===== config.mk =====
export PLATFORM = sky130hd
export DESIGN_NAME = if_is_fifo_flat
export DESIGN_NICKNAME = d
export VERILOG_FILES = /design/src/rtl/if_is_fifo_if.sv /design/src/rtl/if_is_fifo.sv /design/src/flat_wrapper.sv
export SDC_FILE = /design/constraint.sdc
export NUM_CORES = 1
export LEC_CHECK = 0
export CAP_MARGIN = 30
export CORE_MARGIN = 2
export CORE_UTILIZATION = 51
export DETAILED_ROUTE_END_ITERATION = 6
export PLACE_DENSITY = 0.75
export SYNTH_ARGS = -nofsm -noshare
export SYNTH_HDL_FRONTEND = slang
export SYNTH_SLANG_ARGS = --single-unit
export TNS_END_PERCENT = 10

===== constraint.sdc =====
create_clock -name clk -period 5.5 [get_ports clk]
set_input_delay 0.825 -clock clk [delete_from_list [all_inputs] [get_ports clk]]
set_output_delay 0.825 -clock clk [all_outputs]
set_load 0.1 [all_outputs]

===== src/rtl/if_is_fifo_if.sv =====
// IF->FIFO->IS instruction stream bundle: enqueue side driven by fetch,
// dequeue side consumed by issue.
interface if_is_fifo_if #(
  parameter int unsigned XLEN = 32
);
  logic            in_valid;
  logic            in_ready;
  logic [XLEN-1:0] in_pc;
  logic [XLEN-1:0] in_ir;
  logic            out_valid;
  logic            out_ready;
  logic [XLEN-1:0] out_pc;
  logic [XLEN-1:0] out_ir;

  modport master (
    output in_valid, in_pc, in_ir, out_ready,
    input  in_ready, out_valid, out_pc, out_ir
  );

  modport slave (
    input  in_valid, in_pc, in_ir, out_ready,
    output in_ready, out_valid, out_pc, out_ir
  );
endinterface


===== src/rtl/if_is_fifo.sv =====
// Fetch-to-issue instruction FIFO: circular buffer of {pc, ir} with flush,
// no fall-through, and a bubble instruction presented while empty.
module if_is_fifo #(
  parameter int unsigned     XLEN   = 32,
  parameter int unsigned     DEPTH  = 4,
  parameter logic [XLEN-1:0] BUBBLE = XLEN'(32'h00000013)
) (
  input  logic                         clk,
  input  logic                         rst,
  input  logic                         flush,
  if_is_fifo_if.slave                  bus,
  output logic [$clog2(DEPTH+1)-1:0]   count
);

  localparam int unsigned PW = $clog2(DEPTH);
  localparam int unsigned CW = $clog2(DEPTH+1);

  logic [PW-1:0]   wp;
  logic [PW-1:0]   rp;
  logic [CW-1:0]   cnt;
  logic [XLEN-1:0] pc_mem [DEPTH];
  logic [XLEN-1:0] ir_mem [DEPTH];
  logic            room;
  logic            avail;
  logic            push;
  logic            pop;

  always_comb begin
    room  = (cnt != CW'(DEPTH));
    avail = (cnt != '0);
    push  = bus.in_valid && room && !flush;
    pop   = avail && bus.out_ready && !flush;
  end

  assign bus.in_ready  = room;
  assign bus.out_valid = avail;
  assign bus.out_pc    = avail ? pc_mem[rp] : '0;
  assign bus.out_ir    = avail ? ir_mem[rp] : BUBBLE;
  assign count         = cnt;

  // DEPTH is a power of two, so pointer wrap is plain modular increment.
  always_ff @(posedge clk or posedge rst) begin
    if (rst) begin
      wp  <= '0;
      rp  <= '0;
      cnt <= '0;
    end else if (flush) begin
      wp  <= '0;
      rp  <= '0;
      cnt <= '0;
    end else begin
      if (push) wp <= wp + PW'(1);
      if (pop)  rp <= rp + PW'(1);
      case ({push, pop})
        2'b10:   cnt <= cnt + CW'(1);
        2'b01:   cnt <= cnt - CW'(1);
        default: cnt <= cnt;
      endcase
    end
  end

  // Storage is never cleared; occupancy alone decides what is visible.
  always_ff @(posedge clk) begin
    if (push) begin
      pc_mem[wp] <= bus.in_pc;
      ir_mem[wp] <= bus.in_ir;
    end
  end

endmodule


===== src/flat_wrapper.sv =====
// flat-port wrapper written by rule: the top's interface ports become plain ports
module if_is_fifo_flat 
#(
  parameter int unsigned     XLEN   = 32,
  parameter int unsigned     DEPTH  = 4,
  parameter logic [XLEN-1:0] BUBBLE = XLEN'(32'h00000013)
)
  (clk, rst, flush, count, bus_in_valid, bus_in_pc, bus_in_ir, bus_out_ready, bus_in_ready, bus_out_valid, bus_out_pc, bus_out_ir);
  if_is_fifo_if #(.XLEN(XLEN)) bus_i ();
  input  logic clk;
  input  logic rst;
  input  logic flush;
  output logic [$clog2(DEPTH+1)-1:0] count;
  input wire logic [$bits(bus_i.in_valid)-1:0] bus_in_valid;
  input wire logic [$bits(bus_i.in_pc)-1:0] bus_in_pc;
  input wire logic [$bits(bus_i.in_ir)-1:0] bus_in_ir;
  input wire logic [$bits(bus_i.out_ready)-1:0] bus_out_ready;
  output wire logic [$bits(bus_i.in_ready)-1:0] bus_in_ready;
  output wire logic [$bits(bus_i.out_valid)-1:0] bus_out_valid;
  output wire logic [$bits(bus_i.out_pc)-1:0] bus_out_pc;
  output wire logic [$bits(bus_i.out_ir)-1:0] bus_out_ir;
  assign bus_i.in_valid = bus_in_valid;
  assign bus_i.in_pc = bus_in_pc;
  assign bus_i.in_ir = bus_in_ir;
  assign bus_i.out_ready = bus_out_ready;
  assign bus_in_ready = bus_i.in_ready;
  assign bus_out_valid = bus_i.out_valid;
  assign bus_out_pc = bus_i.out_pc;
  assign bus_out_ir = bus_i.out_ir;
  if_is_fifo #(.XLEN(XLEN), .DEPTH(DEPTH), .BUBBLE(BUBBLE)) u_core (.clk(clk), .rst(rst), .flush(flush), .bus(bus_i), .count(count));
endmodule

==> impl_metrics.json, run 1 <==
{
  "status": "finished, final reports clean",
  "cts.htree.levels": 1,
  "timing_worst_setup_path_type": "reg2out",
  "yosys.area.top_type_share": 0.753,
  "timing.clock.skew_ns": 0.0114,
  "nNetsFinal": 692,
  "route.final.wire_length_mm": 19.0,
  "synth_top_area_cell": "sky130_fd_sc_hd__edfxtp_1",
  "highest_clock_rate_mhz": 220,
  "cts-buffers-inserted": 27,
  "timing.final.crit_period_ns": 4.55,
  "hold_class": "in2async",
  "syn_avg_cell_area_um2": 21.7,
  "remaining_drc_errors": 0,
  "vdd.ir_drop.worst_v": 0.000267,
  "finalSetupViolations": 0,
  "synth_cells": 471,
  "routed-via-count": 4926,
  "die_h_um": 145,
  "clkLatencyLatePin_ns": 0.52,
  "cts.repair.resized": 0,
  "syn_nets": 545,
  "timing.critical_path.required_ns": 4.68,
  "pin_count": 138,
  "grt_max_degree": 50,
  "max_slew_margin": 0.298,
  "dr.first_iter.drc_count": 395,
  "post_cts_setup_bufs": 0,
  "placement.setup.worst_slack_ns": 1.42,
  "totalPowerFinal_mw": 5.07,
  "via_per_inst": 5.46,
  "worstPathArrival_ns": 3.73,
  "hpwl_mm": 11.4,
  "wire_per_inst_um": 21.0,
  "core_area_um2": 19500,
  "ys_seq_area_frac": 0.770,
  "post_synthesis_cell_type_count": 33,
  "yosys_warnings": 0,
  "detail-route-antenna-nets": 0,
  "setup-tns-final_ns": 0,
  "power.static_leakage_nw": 4.06,
  "grt_overflow_total": 0,
  "minimum_hold_slack_ns": 0.577,
  "cts-hold-fix-buffers": 0,
  "period_share": 0.828,
  "design_area_um2": 12800,
  "start_kind": "flop",
  "unrepaired_setup_endpoints_after_global_routing": "false",
  "gr-usage-all-layers": 0.183,
  "die_width_um": 145,
  "cts_num_sinks": 263,
  "drt-pass1-iter-count": 5,
  "antenna_found_initial": 0,
  "tritoncts": "yes",
  "numPortBuffers": 137,
  "dieArea_um2": 21200,
  "initial_cell_density_of_the_core": 0.523,
  "grt_pass1_vias": 5332,
  "cts_max_path_buffers": 3,
  "worst-slew-pin-transition_ns": 1.05,
  "area_growth_pct": 25.3,
  "crit_path_max_fanout": 40,
  "worst_setup_hold_path_clk_slew_ns": 0.06,
  "syn_area_um2": 10200,
  "antenna_cells": 0,
  "final_hold_violating_endpoints": 0,
  "root_buffer_master": "sky130_fd_sc_hd__clkbuf_16",
  "max-cap-violations": 0,
  "gp_congestion": 0.700,
  "layout_setup_ws_ns": 0.948,
  "final-max-slew-violation-count": 0,
  "ratio_of_cells_with_drive_above_1_in_the_final_layout": 0.179,
  "ys_ff_latch": 263,
  "grt_pass1_wl_mm": 30.3,
  "place_area_um2": 11900,
  "powerDensity_nw_per_um2": 397,
  "ys_top_cells_by_area": "sky130_fd_sc_hd__edfxtp_1 75%, sky130_fd_sc_hd__mux4_2 14%, sky130_fd_sc_hd__and2_1 4.0%",
  "standard_cell_row_count": 51,
  "critPathCaptureType": "output pin"
}
## cells in the mapped netlist
cell / n
sky130_fd_sc_hd__or4_1: 1
sky130_fd_sc_hd__nor3_1: 3
sky130_fd_sc_hd__xor2_1: 2
sky130_fd_sc_hd__nand2b_1: 2
sky130_fd_sc_hd__fa_1: 1
sky130_fd_sc_hd__edfxtp_1: 256
sky130_fd_sc_hd__or2_1: 3
sky130_fd_sc_hd__nand3_1: 4
sky130_fd_sc_hd__nor3b_1: 1
sky130_fd_sc_hd__o21a_1: 1
sky130_fd_sc_hd__nor2_1: 5
sky130_fd_sc_hd__o311ai_0: 1
sky130_fd_sc_hd__mux2_2: 1
sky130_fd_sc_hd__clkbuf_1: 10
sky130_fd_sc_hd__or2_2: 1
sky130_fd_sc_hd__buf_1: 1
sky130_fd_sc_hd__o2111ai_1: 2
sky130_fd_sc_hd__ha_1: 4
sky130_fd_sc_hd__a21oi_1: 3
sky130_fd_sc_hd__o221ai_1: 1
sky130_fd_sc_hd__o21bai_1: 1
sky130_fd_sc_hd__mux4_2: 64
sky130_fd_sc_hd__a211oi_1: 1
sky130_fd_sc_hd__xnor2_1: 1
sky130_fd_sc_hd__buf_6: 5
sky130_fd_sc_hd__inv_1: 8
sky130_fd_sc_hd__buf_2: 10
sky130_fd_sc_hd__o21ai_0: 2
sky130_fd_sc_hd__o31ai_1: 1
sky130_fd_sc_hd__nand2_1: 2
sky130_fd_sc_hd__dfrtp_1: 7
sky130_fd_sc_hd__a31oi_1: 1
sky130_fd_sc_hd__and2_1: 65
## report_power, final
| part | switching (mW) | internal [mW] |
|---|---|---|
| registers | 0.0383 | 2.26 |
| clock network | 0.707 | 1.04 |
| logic | 0.720 | 0.311 |
## cell type report
class / count / area (um2)
clock buffer: 32 / 694
timing repair buffer: 144 / 1530
fill: 1329 / 6740
tap: 265 / 332
multi-input combinational: 174 / 2180
clock inverter: 17 / 161
inverter: 8 / 30.0
sequential: 263 / 7870
## flip-flops by register name, summed over array words and instances, names as in the netlist
register,flops
u_core.count,3
u_core.ir_mem,128
u_core.pc_mem,128
u_core.rp,2
u_core.wp,2
## final timing paths
kind	depth (start not counted)	startpoint	endpoint	slack [ns]
worst max-delay path	5	u_core.count[0]	bus_out_ir[15]	0.95
worst min-delay path	2	rst	u_core.rp[0]	0.58
worst max register to register	5	u_core.count[0]	u_core.count[2]	3.17
worst min register to register	2	u_core.wp[0]	u_core.wp[0]	0.61
max in group asynchronous	2	rst	u_core.rp[0]	4.66
min in group clk	2	u_core.wp[0]	u_core.wp[0]	0.61
## per-stage QoR
stage	utilization	std cells
final	0.655	903
after global routing	0.655	903
after CTS	0.655	903
after detailed placement	0.611	854
after global placement	0.606	850
after floorplan	-	471
## layout by cell type, fill, tap and decap left out, types with 3 or more instances in the layout
cell type	n
sky130_fd_sc_hd__clkbuf_1	5
sky130_fd_sc_hd__bufinv_16	3
sky130_fd_sc_hd__clkinv_1	10
sky130_fd_sc_hd__edfxtp_1	256
sky130_fd_sc_hd__buf_16	4
sky130_fd_sc_hd__and2_4	4
sky130_fd_sc_hd__dfrtp_1	5
sky130_fd_sc_hd__nor3_1	3
sky130_fd_sc_hd__nand3_1	4
sky130_fd_sc_hd__ha_1	4
sky130_fd_sc_hd__clkbuf_16	27
sky130_fd_sc_hd__or2_1	3
sky130_fd_sc_hd__mux4_2	64
sky130_fd_sc_hd__nor2_1	5
sky130_fd_sc_hd__a21oi_1	3
sky130_fd_sc_hd__inv_1	7
sky130_fd_sc_hd__clkdlybuf4s50_1	137
sky130_fd_sc_hd__and2_1	61
## cells by family (layout without fill, tap and decap cells)
family	after synthesis	after routing	synth area share
compound gates	14	14	0.00944
xor+xnor	3	3	0.00257
simple gates	87	87	0.0510
fa+ha+maj	5	5	0.00687
mux	65	65	0.142
flops	263	263	0.770
buf+inv	34	201	0.0174
## worst max-delay path, cell delays in order (launching register included)
cell,delay [ns]
sky130_fd_sc_hd__dfrtp_1,0.52
sky130_fd_sc_hd__nor3_1,0.38
sky130_fd_sc_hd__clkinv_1,0.63
sky130_fd_sc_hd__buf_4,0.49
sky130_fd_sc_hd__and2_1,0.20
sky130_fd_sc_hd__clkdlybuf4s50_1,0.96
## layer usage
layer	wire, um	global-route usage	vias to the layer above
met5	0	0	-
met4	422	0.0490	0
met3	1350	0.0411	31
met2	9330	0.305	195
met1	7860	0.248	2504
li1	-	-	2196
No activity file was read; power rests on OpenSTA's default activity.
==> run 2: changes to the inputs <==
CORE_UTILIZATION = 49   (was 51)
clock period = 3.8 ns   (was 5.5 ns; I/O delays follow)
==> impl_metrics.json, run 2 (synthesis results as in run 1) <==
{
  "status": "finished, final reports clean",
  "gp_congestion": 0.717,
  "final_cell_mix": "256 x sky130_fd_sc_hd__edfxtp_1, 72 x sky130_fd_sc_hd__clkdlybuf4s50_1, 68 x sky130_fd_sc_hd__buf_4",
  "remaining_drc_errors": 0,
  "wire_per_inst_um": 20.2,
  "drt-pass1-iter-count": 4,
  "area_growth_pct": 23.6,
  "cp_slowest_stage_delay_ns": 1.00,
  "grt_pass1_wl_mm": 28.4,
  "totalPowerFinal_mw": 7.30,
  "cts_max_path_buffers": 3,
  "max_slew_margin": 0.348,
  "pin_count": 138,
  "cts.htree.levels": 1,
  "crit_chain": "nor3b_1 > inv_1 > clkdlybuf4s50_1",
  "final-max-slew-violation-count": 0,
  "cts_num_sinks": 263,
  "die_width_um": 148,
  "nNetsFinal": 693,
  "tritoncts": "yes",
  "antenna_cells": 0,
  "final_hold_violating_endpoints": 0,
  "initial_cell_density_of_the_core": 0.501,
  "timing.clock.skew_ns": 0.00624,
  "worstPathArrival_ns": 2.57,
  "timing.final.crit_period_ns": 3.14,
  "standard_cell_row_count": 52,
  "worst_setup_hold_path_clk_slew_ns": 0.06,
  "clkLatencyLatePin_ns": 0.51,
  "critPathCaptureType": "output pin",
  "grt_max_degree": 63,
  "setup-tns-final_ns": 0,
  "power.static_leakage_nw": 4.17,
  "ratio_of_cells_with_drive_above_1_in_the_final_layout": 0.290,
  "route.final.wire_length_mm": 18.4,
  "placement.setup.worst_slack_ns": 0.862,
  "timing.critical_path.required_ns": 3.23,
  "gr-usage-all-layers": 0.168,
  "via_per_inst": 5.43,
  "mostFrequentLayoutCell": "sky130_fd_sc_hd__edfxtp_1",
  "cts-buffers-inserted": 26,
  "die_h_um": 148,
  "timing_worst_setup_path_type": "reg2out",
  "crit_slowest_cell": "sky130_fd_sc_hd__clkdlybuf4s50_1",
  "crit_path_max_fanout": 11,
  "hold_class": "in2async",
  "detail-route-antenna-nets": 0,
  "dieArea_um2": 22000,
  "post_cts_setup_bufs": 0,
  "place_area_um2": 11700,
  "core_area_um2": 20400,
  "hpwl_mm": 10.9,
  "routed-via-count": 4933,
  "dr.first_iter.drc_count": 249,
  "grt_overflow_total": 0,
  "powerDensity_nw_per_um2": 579,
  "max-cap-violations": 0,
  "layout_setup_ws_ns": 0.656,
  "numPortBuffers": 137,
  "vdd.ir_drop.worst_v": 0.000512,
  "grt_pass1_vias": 5189,
  "cts-hold-fix-buffers": 0,
  "finalSetupViolations": 0,
  "worst-slew-pin-transition_ns": 0.974,
  "design_area_um2": 12600,
  "unrepaired_setup_endpoints_after_global_routing": "false",
  "highest_clock_rate_mhz": 318,
  "root_buffer_master": "sky130_fd_sc_hd__clkbuf_16",
  "cts.repair.resized": 0,
  "period_share": 0.827,
  "antenna_found_initial": 0,
  "start_kind": "flop"
}
==> run 2: cell count changes in the layout (fill, tap and decap cells not counted) <==
cell / before / now
sky130_fd_sc_hd__buf_12: 2 / 6
sky130_fd_sc_hd__buf_16: 4 / 0
sky130_fd_sc_hd__buf_4: 1 / 68
sky130_fd_sc_hd__clkbuf_1: 5 / 2
sky130_fd_sc_hd__clkdlybuf4s50_1: 137 / 72
sky130_fd_sc_hd__clkinv_1: 10 / 7
sky130_fd_sc_hd__clkinv_2: 2 / 5
sky130_fd_sc_hd__clkinvlp_4: 1 / 2
sky130_fd_sc_hd__dfrtp_2: 1 / 0
sky130_fd_sc_hd__dfrtp_4: 1 / 2
sky130_fd_sc_hd__inv_2: 0 / 1
sky130_fd_sc_hd__inv_8: 1 / 0
==> run 2: path summary, 6_finish.rpt <==
path	cells past startpoint	slack, ns	endpoint	from
max	3	0.66	bus_in_ready	u_core.count[1]
min	2	0.29	u_core.count[1]	rst
max reg2reg	5	1.46	u_core.count[2]	u_core.count[0]
min reg2reg	2	0.60	u_core.wp[0]	u_core.wp[0]
max in group asynchronous	2	3.26	u_core.rp[0]	rst
min in group clk	2	0.60	u_core.wp[0]	u_core.wp[0]
==> run 2: worst max-delay path: cells and delay by family, from the launching register on <==
family,cells,cell delay [ns]
buffers and inverters,2,1.14
flip-flops,1,0.51
AND/OR/NAND/NOR,1,0.41
==> run 2: layer usage <==
| metal | vias to the layer above | share of wire | track usage | wire length (um) |
|---|---|---|---|---|
| met5 | - | 0 | 0 | 0 |
| met3 | 35 | 0.068 | 0.0337 | 1250 |
| li1 | 2196 | - | - | - |
| met1 | 2529 | 0.41 | 0.222 | 7600 |
| met2 | 173 | 0.50 | 0.290 | 9090 |
| met4 | 0 | 0.023 | 0.0457 | 417 |
==> run 2: stage by stage <==
step / utilization / std cells / hold slack, ns
2_1_floorplan: - / 471 / 0.373
3_5_place_dp: 0.577 / 860 / 0.596
5_1_grt: 0.619 / 908 / 0.315
4_1_cts: 0.618 / 907 / 0.289
6_report: 0.619 / 908 / 0.291
3_3_place_gp: 0.577 / 860 / 0.579
==> run 2: final cells by class <==
| class | instances | area [um2] |
|---|---|---|
| sequential | 263 | 7870 |
| clock buffer | 29 | 683 |
| tap | 270 | 338 |
| clock inverter | 18 | 165 |
| timing repair buffer | 146 | 1350 |
| multi-input combinational | 174 | 2180 |
| fill | 1439 | 7750 |
| inverter | 8 | 30.0 |
==> run 2: where the power goes <==
group	switching [mW]	internal [mW]
Sequential	0.0437	3.27
Combinational	1.05	0.421
Clock	1.02	1.49
==> run 3: changes to the inputs <==
clock period = 2.54 ns   (was 3.8 ns; I/O delays follow)
==> impl_metrics.json, run 3 (synthesis results as in run 1) <==
{
  "mostFrequentLayoutCell": "sky130_fd_sc_hd__edfxtp_1",
  "power_frac_clock": 0.311,
  "start_kind": "flop",
  "tritoncts": "yes",
  "cts_num_sinks": 263,
  "cts-hold-fix-buffers": 0,
  "setup-tns-final_ns": -1.13,
  "die_h_um": 148,
  "area_growth_pct": 38.0,
  "crit_path_max_fanout": 5,
  "antenna_found_initial": 0,
  "worst-slew-pin-transition_ns": 0.481,
  "gp_congestion": 0.727,
  "final_cell_mix": "256 x sky130_fd_sc_hd__edfxtp_1, 85 x sky130_fd_sc_hd__buf_12, 68 x sky130_fd_sc_hd__clkdlybuf4s50_1",
  "standard_cell_row_count": 52,
  "remaining_drc_errors": 0,
  "grt_max_degree": 63,
  "highest_clock_rate_mhz": 377,
  "unrepaired_setup_endpoints_after_global_routing": "true",
  "timing.final.crit_period_ns": 2.65,
  "cts_max_path_buffers": 3,
  "pwr-share-seq": 0.426,
  "final_hold_violating_endpoints": 0,
  "grt_pass1_wl_mm": 33.5,
  "die_width_um": 148,
  "antenna_cells": 0,
  "finalSetupViolations": 31,
  "timing.clock.skew_ns": 0.0210,
  "powerDensity_nw_per_um2": 825,
  "period_share": 1.04,
  "dieArea_um2": 22000,
  "hold_class": "in2async",
  "power.static_leakage_nw": 4.70,
  "violations_in_the_final_reports": "setup timing",
  "layout_setup_ws_ns": -0.110,
  "numPortBuffers": 137,
  "worst_setup_hold_path_clk_slew_ns": 0.06,
  "nNetsFinal": 720,
  "hpwl_mm": 13.0,
  "grt_pass1_vias": 5735,
  "cts.htree.levels": 1,
  "route.final.wire_length_mm": 22.1,
  "via_per_inst": 5.54,
  "timing.critical_path.required_ns": 2.16,
  "clkLatencyLatePin_ns": 0.53,
  "power_frac_comb": 0.263,
  "initial_cell_density_of_the_core": 0.501,
  "swShare": 0.290,
  "grt_overflow_total": 0,
  "cts-buffers-inserted": 26,
  "core_area_um2": 20400,
  "final-max-slew-violation-count": 0,
  "critPathCaptureType": "output pin",
  "totalPowerFinal_mw": 11.6,
  "final_util": 0.691,
  "vdd.ir_drop.worst_v": 0.000563,
  "cellInternalPower_mw": 8.24,
  "gr-usage-all-layers": 0.205,
  "routed-via-count": 5181,
  "net-switching-power_mw": 3.37,
  "detail-route-antenna-nets": 0,
  "worstPathArrival_ns": 2.27,
  "wire_per_inst_um": 23.6,
  "max-cap-violations": 0,
  "dr.first_iter.drc_count": 287,
  "status": "finished with violations",
  "timing_worst_setup_path_type": "reg2out",
  "root_buffer_master": "sky130_fd_sc_hd__clkbuf_16",
  "ratio_of_cells_with_drive_above_1_in_the_final_layout": 0.423,
  "drt-pass1-iter-count": 5,
  "max_slew_margin": 0.679,
  "pin_count": 138
}
[run 3: routing by layer]
| metal | wire [um] | share of wire | track usage | vias up |
|---|---|---|---|---|
| met5 | 0 | 0 | 0 | - |
| met1 | 7920 | 0.36 | 0.247 | 2663 |
| met2 | 12200 | 0.55 | 0.378 | 217 |
| li1 | - | - | - | 2254 |
| met4 | 612 | 0.028 | 0.0610 | 0 |
| met3 | 1360 | 0.062 | 0.0383 | 47 |
[run 3: layout make-up]
type | count | area, um2
flip-flops and latches | 263 | 7870
repair buffers | 173 | 2680
fillers | 1231 | 6280
clock inverters | 18 | 143
multi-input cells | 174 | 2350
inverters | 8 | 35.0
clock buffers | 29 | 662
well taps | 270 | 338
[run 3: stage by stage]
step	setup WS, ns	instances	area (um2)	hold slack [ns]
after floorplan	-0.138	471	10200	0.184
after global placement	0.263	875	12800	0.572
after detailed placement	0.171	875	12800	0.598
after CTS	-0.0898	934	14000	0.0834
after global routing	-0.146	935	14100	0.0995
final	-0.110	935	14100	0.0898
[run 3: final timing paths]
check | end | from | slack [ns] | cells after the start
max | bus_out_ir[28] | u_core.rp[0] | -0.11 | 6
min | u_core.wp[0] | rst | 0.09 | 2
max reg2reg | u_core.count[2] | u_core.count[1] | 0.21 | 5
min reg2reg | u_core.wp[1] | u_core.wp[1] | 0.61 | 2
max in group asynchronous | u_core.rp[0] | rst | 2.18 | 2
min in group clk | u_core.ir_mem[2][22] | bus_in_ir[22] | 0.49 | 1
[run 3: power groups by stage]
| stage | sequential, mW | clock [mW] | combinational (mW) |
|---|---|---|---|
| after detailed placement | 5.04 | 0 | 2.75 |
| after global routing | 4.95 | 3.84 | 3.17 |
| after floorplan | 5.03 | 0 | 1.70 |
| after CTS | 4.94 | 3.67 | 3.05 |
| after global placement | 5.02 | 0 | 2.72 |
| final | 4.94 | 3.61 | 3.06 |
[run 3: critical path, stage by stage (launching register included)]
cell and delay (ns):
sky130_fd_sc_hd__dfrtp_4 0.50, sky130_fd_sc_hd__buf_12 0.15, sky130_fd_sc_hd__buf_8 0.13, sky130_fd_sc_hd__buf_16 0.14
sky130_fd_sc_hd__mux4_2 0.47, sky130_fd_sc_hd__and2_4 0.19, sky130_fd_sc_hd__buf_12 0.16
[run 3: repair_timing]
| item | in CTS | in global routing |
|---|---|---|
| gates cloned | 5 | 1 |
| pin swaps | 0 | 0 |
| setup buffers | 8 | 0 |
| endpoints found under the setup margin | 65 | 65 |
| gates resized for setup | 70 | 12 |
